--- src/rtl/lvds_align_pkg.sv ---
// Shared types and constants for the LVDS word aligner.
package lvds_align_pkg;

  typedef enum logic [2:0] {
    StIdle,
    StCheck,
    StSlip,
    StSettle,
    StLocked,
    StFail
  } align_state_e;

  localparam logic [7:0] DefaultFramePattern = 8'h0F;

endpackage

--- src/rtl/lvds_word_aligner.sv ---
// Trains ISERDES word boundaries by bitslipping until the frame lane shows the
// expected pattern, then tracks lock and forwards registered lane data.
module lvds_word_aligner
  import lvds_align_pkg::*;
#(
  parameter int unsigned       NUM_LANES       = 1,
  parameter int unsigned       WORD_W          = 8,
  parameter logic [WORD_W-1:0] FRAME_PATTERN   = WORD_W'(DefaultFramePattern),
  parameter int unsigned       SETTLE_CYCLES   = 8,
  parameter int unsigned       LOCK_MATCHES    = 16,
  parameter int unsigned       LOSS_MISMATCHES = 4
) (
  input  logic                          sample_clk,
  input  logic                          reset_n,
  input  logic                          train_en,
  input  logic [WORD_W-1:0]             frame_word,
  input  logic [NUM_LANES*WORD_W-1:0]   lane_words,
  output logic                          bitslip,
  output logic [NUM_LANES*WORD_W-1:0]   data_out,
  output logic                          data_valid,
  output logic                          aligned,
  output logic                          fail,
  output logic [$clog2(WORD_W):0]       slip_count,
  output logic [15:0]                   error_count
);

  localparam int unsigned SlipW   = $clog2(WORD_W) + 1;
  localparam int unsigned MatchW  = $clog2(LOCK_MATCHES + 1);
  localparam int unsigned SettleW = $clog2(SETTLE_CYCLES + 1);
  localparam int unsigned MissW   = $clog2(LOSS_MISMATCHES + 1);

  localparam logic [SlipW-1:0]   SlipMax    = SlipW'(WORD_W);
  localparam logic [MatchW-1:0]  MatchLast  = MatchW'(LOCK_MATCHES - 1);
  localparam logic [SettleW-1:0] SettleLast = SettleW'(SETTLE_CYCLES - 1);
  localparam logic [MissW-1:0]   MissLast   = MissW'(LOSS_MISMATCHES - 1);

  align_state_e                state_q, state_d;
  logic [SlipW-1:0]            slip_q, slip_d;
  logic [MatchW-1:0]           match_q, match_d;
  logic [SettleW-1:0]          settle_q, settle_d;
  logic [MissW-1:0]            miss_q, miss_d;
  logic [15:0]                 err_q, err_d;
  logic [NUM_LANES*WORD_W-1:0] data_q;
  logic                        frame_ok;

  assign frame_ok = (frame_word == FRAME_PATTERN);

  always_ff @(posedge sample_clk or negedge reset_n) begin
    if (!reset_n) begin
      state_q <= StIdle;
    end else begin
      state_q <= state_d;
    end
  end

  always_comb begin
    state_d  = state_q;
    slip_d   = slip_q;
    match_d  = match_q;
    settle_d = settle_q;
    miss_d   = miss_q;
    err_d    = err_q;
    // Dropping train_en wins everywhere, including mid-pulse in StSlip.
    if (!train_en) begin
      state_d = StIdle;
    end else begin
      unique case (state_q)
        StIdle: begin
          state_d  = StCheck;
          slip_d   = '0;
          match_d  = '0;
          settle_d = '0;
          miss_d   = '0;
        end
        StCheck: begin
          if (frame_ok) begin
            if (match_q == MatchLast) begin
              state_d = StLocked;
              match_d = '0;
              miss_d  = '0;
            end else begin
              match_d = match_q + 1'b1;
            end
          end else begin
            match_d = '0;
            state_d = (slip_q == SlipMax) ? StFail : StSlip;
          end
        end
        StSlip: begin
          slip_d   = slip_q + 1'b1;
          settle_d = '0;
          state_d  = StSettle;
        end
        StSettle: begin
          if (settle_q == SettleLast) begin
            settle_d = '0;
            state_d  = StCheck;
          end else begin
            settle_d = settle_q + 1'b1;
          end
        end
        StLocked: begin
          if (frame_ok) begin
            miss_d = '0;
          end else begin
            if (err_q != 16'hFFFF) err_d = err_q + 16'd1;
            if (miss_q == MissLast) begin
              miss_d  = '0;
              state_d = StCheck;
            end else begin
              miss_d = miss_q + 1'b1;
            end
          end
        end
        StFail:  state_d = StFail;
        default: state_d = StIdle;
      endcase
    end
  end

  always_ff @(posedge sample_clk or negedge reset_n) begin
    if (!reset_n) begin
      slip_q   <= '0;
      match_q  <= '0;
      settle_q <= '0;
      miss_q   <= '0;
      err_q    <= '0;
      data_q   <= '0;
    end else begin
      slip_q   <= slip_d;
      match_q  <= match_d;
      settle_q <= settle_d;
      miss_q   <= miss_d;
      err_q    <= err_d;
      // Capture only while locked next cycle so data_out and data_valid move together.
      if (state_d == StLocked) data_q <= lane_words;
    end
  end

  always_comb begin
    bitslip    = 1'b0;
    aligned    = 1'b0;
    data_valid = 1'b0;
    fail       = 1'b0;
    unique case (state_q)
      StSlip:   bitslip = 1'b1;
      StLocked: begin
        aligned    = 1'b1;
        data_valid = 1'b1;
      end
      StFail:   fail = 1'b1;
      default:  ;
    endcase
  end

  assign data_out    = data_q;
  assign slip_count  = slip_q;
  assign error_count = err_q;

endmodule
--- config.mk ---
export PLATFORM = sky130hd
export DESIGN_NAME = lvds_word_aligner
export DESIGN_NICKNAME = d
export VERILOG_FILES = /design/src/rtl/lvds_align_pkg.sv /design/src/rtl/lvds_word_aligner.sv
export SDC_FILE = /design/constraint.sdc
export NUM_CORES = 1
export LEC_CHECK = 0
export ABC_AREA = 0
export ABC_CLOCK_PERIOD_IN_PS = 2800
export CORE_MARGIN = 2
export CORE_UTILIZATION = 49
export CTS_CLUSTER_SIZE = 25
export DETAILED_ROUTE_END_ITERATION = 8
export PLACE_DENSITY = 0.79
export SLEW_MARGIN = 10
export SYNTH_ARGS = -nofsm -noshare
export SYNTH_HDL_FRONTEND = slang
export SYNTH_SLANG_ARGS = --single-unit
--- constraint.sdc ---
create_clock -name sample_clk -period 2.8 [get_ports sample_clk]
set_input_delay 0.56 -clock sample_clk [delete_from_list [all_inputs] [get_ports sample_clk]]
set_output_delay 0.56 -clock sample_clk [all_outputs]
set_load 0.05 [all_outputs]
==> flow_summary.yaml <==
outcome:
  outcome: "complete, no violations"
placement:
  routabilityCongestion: 0.766
  dpl.hpwl_um: 3390
  dp_cells: 305
  numPortBuffers: 50
setup_path:
  critical_path_class: "flip-flop to output pin"
  crit_arrival_ns: 2.13
  worstPathRequired_ns: 2.24
  start_kind: "flip-flop"
  cp_slowest_cell: "clkdlybuf4s50_1"
  cp_slowest_stage_delay_ns: 0.81
  regToRegStartpoint: "state_q[1]"
  reg2reg_slack_ns: 0.69
  crit_chain: "nand2b_1, nor2_1, clkdlybuf4s50_1"
  critPathMaxFanout: 9
  end_kind: "output pin"
  reg2reg_to: "error_count[1]"
  r2r_cells: 5
clock_tree:
  cts.htree.levels: 2
  cts_resized: 0
  clkTransAtPathRegs_ns: 0.08
  cts_setup_buffers: 0
  cts_root_buf: "clkbuf_8"
  clock_sinks: 43
  clk_path_buf_depth: 2
  cts_tree: "built"
  insertion_delay_ns: 0.30
  ctsHoldBuffers: 0
  cts_buffers: 5
floorplan:
  fp.dieArea_um2: 4950
  rows: 24
  io_pins: 51
  die_w_um: 70.4
  initial_core_util_pct: 50.2
  core_area_um2: 4290
  die_y_um: 70.4
timing:
  setup_viol: 0
  fin_skew_ns: 0.00616
  worstMarginPinSlew_ns: 0.938
  fin_tns_setup_ns: 0
  finalCriticalPeriod_ns: 2.69
  slew_viol_final: 0
  max_freq_ghz: 0.372
  hold_viol_final: 0
  slew_headroom_pct: 37.5
  rsz0062_at_grt: "false"
  final.period_utilization_pct: 96.0
drt:
  remaining_drc_errors: 0
  detail_route.first_pass.iterations: 4
  vias: 1776
  drt-initial-drc-count: 107
  wirelength_um: 4560
  wire_per_inst_um: 14.6
  ant_nets: 0
  post_drt_via_cell_ratio: 5.67
power:
  combPwrFrac_pct: 13.9
  swShare_pct: 25.0
  switching_power_uw: 358
  p_leak_nw: 1.28
  p_seq_share_pct: 46.3
  ir_worst_vdd_mv: 0.343
  powerDensity_nw_per_um2: 496
  pwr-share-clk_pct: 39.8
  intPower_mw: 1.07
synthesis:
  syn_nets: 225
  ys_seq_elements: 43
  synth_warnings: 0
  async_reset_ff_share_pct: 100
  netlist_area_um2: 2160
  synth_edf_count: 0
  yosysUniqueCellTypes: 44
  syn_avg_cell_area_um2: 10.8
  synthFlopType: "dfrtp_1"
  yosysSeqAreaShare_pct: 49.9
  syn_inst: 200
finish:
  syn_to_final_growth_pct: 33.8
  drive_gt1_share_pct: 13.0
  fill_cells: 335
  antenna_cells: 0
  final_util_pct: 67.2
  final_nets: 285
  stdcell_count: 313
grt:
  globalRouteOverflowTotal: 0
  grt_first_pass_wirelength_um: 7770
  grt_max_degree: 44
  antenna_found_initial: 0
  grt_pass1_vias: 1743
  grt_use_total_pct: 19.6
flow_run:
  max-cap-violations: 0
worst_hold_path:
  min_path_type: "primary input to asynchronous set/reset pin"
==> cell usage after synthesis (3+ instances only) <==
library cell  count  area share, %
ha_1              6            3.5
clkbuf_1          3           0.52
nor2b_1           3           0.87
nand2b_1          3           0.87
dfrtp_1          43             50
nand4_1          11            3.2
nand2_1          22            3.8
inv_1             7            1.2
mux2_2            9            4.7
nor3_1            6            1.4
xnor2_1          14            5.7
nor2_1           11            1.9
a31oi_1           4            1.2
o21ai_0           9            2.1
and3_1            3           0.87
nand3_1          11            2.6
==> layout make-up <==
| cell class | instances | area [um2] | share of cell area, % |
|---|---|---|---|
| Sequential cell | 43 | 1080 | 37.3 |
| Multi-Input combinational cell | 145 | 1030 | 35.7 |
| Timing Repair Buffer | 58 | 556 | 19.2 |
| Clock buffer | 6 | 72.6 | 2.51 |
| Tap cell | 52 | 65.1 | 2.25 |
| Clock inverter | 2 | 60.1 | 2.08 |
| Inverter | 7 | 26.3 | 0.910 |
==> power groups by stage <==
stage / Sequential (mW) / Combinational, mW / Clock (mW)
global placement: 0.674 / 0.196 / 0
floorplan: 0.713 / 0.0711 / 0
CTS: 0.663 / 0.202 / 0.582
detailed placement: 0.675 / 0.201 / 0
global route: 0.666 / 0.217 / 0.602
finish: 0.663 / 0.200 / 0.569
==> state kept, by name, summed over array words and instances (netlist names) <==
name / cells
error_count: 16
data_out: 8
match_q: 5
settle_q: 4
slip_count: 4
miss_q: 3
state_q: 3
==> stage by stage <==
step	setup slack, ns	total power [mW]	area (um2)	hold slack [ns]
after global routing	0.0382	1.48	2890	0.483
after CTS	0.110	1.45	2890	0.436
after global placement	-0.0880	0.870	2750	0.461
after detailed placement	-0.114	0.876	2750	0.462
after floorplan	0.0970	0.784	2160	0.264
final	0.112	1.43	2890	0.395
==> logic make-up after synthesis <==
kind of cell / count (synthesis) / synth area share [%]
AO/OA/AOI/OAI: 31 / 11.9
adder cells (fa/ha/maj): 6 / 3.48
AND/OR/NAND/NOR: 81 / 20.0
flip-flops: 43 / 49.9
multiplexers: 12 / 6.32
XOR/XNOR: 15 / 6.09
buffers and inverters: 12 / 2.32
==> worst max-delay path by stage <==
stage	depth (start not counted)	slack, ns	from	endpoint
2_1_floorplan	7	0.1	state_q[1]	error_count[8]
4_1_cts	3	0.11	state_q[1]	fail
6_report	3	0.11	state_q[1]	fail
5_1_grt	3	0.04	state_q[1]	fail
3_5_place_dp	6	-0.11	frame_word[5]	data_out[6]
3_3_place_gp	6	-0.09	frame_word[5]	data_out[7]
==> critical path, delay by kind of cell (launching register included) <==
| family | cells | cell delay (ns) |
|---|---|---|
| buf+inv | 1 | 0.81 |
| flops | 1 | 0.50 |
| simple gates | 2 | 0.51 |
==> routing by layer <==
metal / global-route usage (%) / part of all wire (%)
met5: 0 / 0
met4: 6.41 / 1.2
met3: 4.76 / 5.0
met2: 32.2 / 48
met1: 25.4 / 46
==> layout by cell type, fill, tap and decap left out, types with 2 or more instances in the layout <==
cell type / count
and3_1: 3
o41ai_1: 2
a31oi_1: 4
mux2i_1: 2
nand2b_1: 3
nand3_1: 11
o21ai_0: 9
o311a_1: 2
clkbuf_8: 5
ha_1: 6
a21oi_1: 2
nor2b_1: 3
nor3b_1: 2
mux2_2: 9
nand3b_1: 2
nand2_1: 22
clkdlybuf4s50_1: 49
dfrtp_1: 43
bufinv_16: 2
nor3_1: 6
nor2_1: 11
a22o_1: 2
buf_4: 8
xnor2_1: 14
inv_1: 7
nand4_1: 11
No activity file was read; power rests on OpenSTA's default activity.
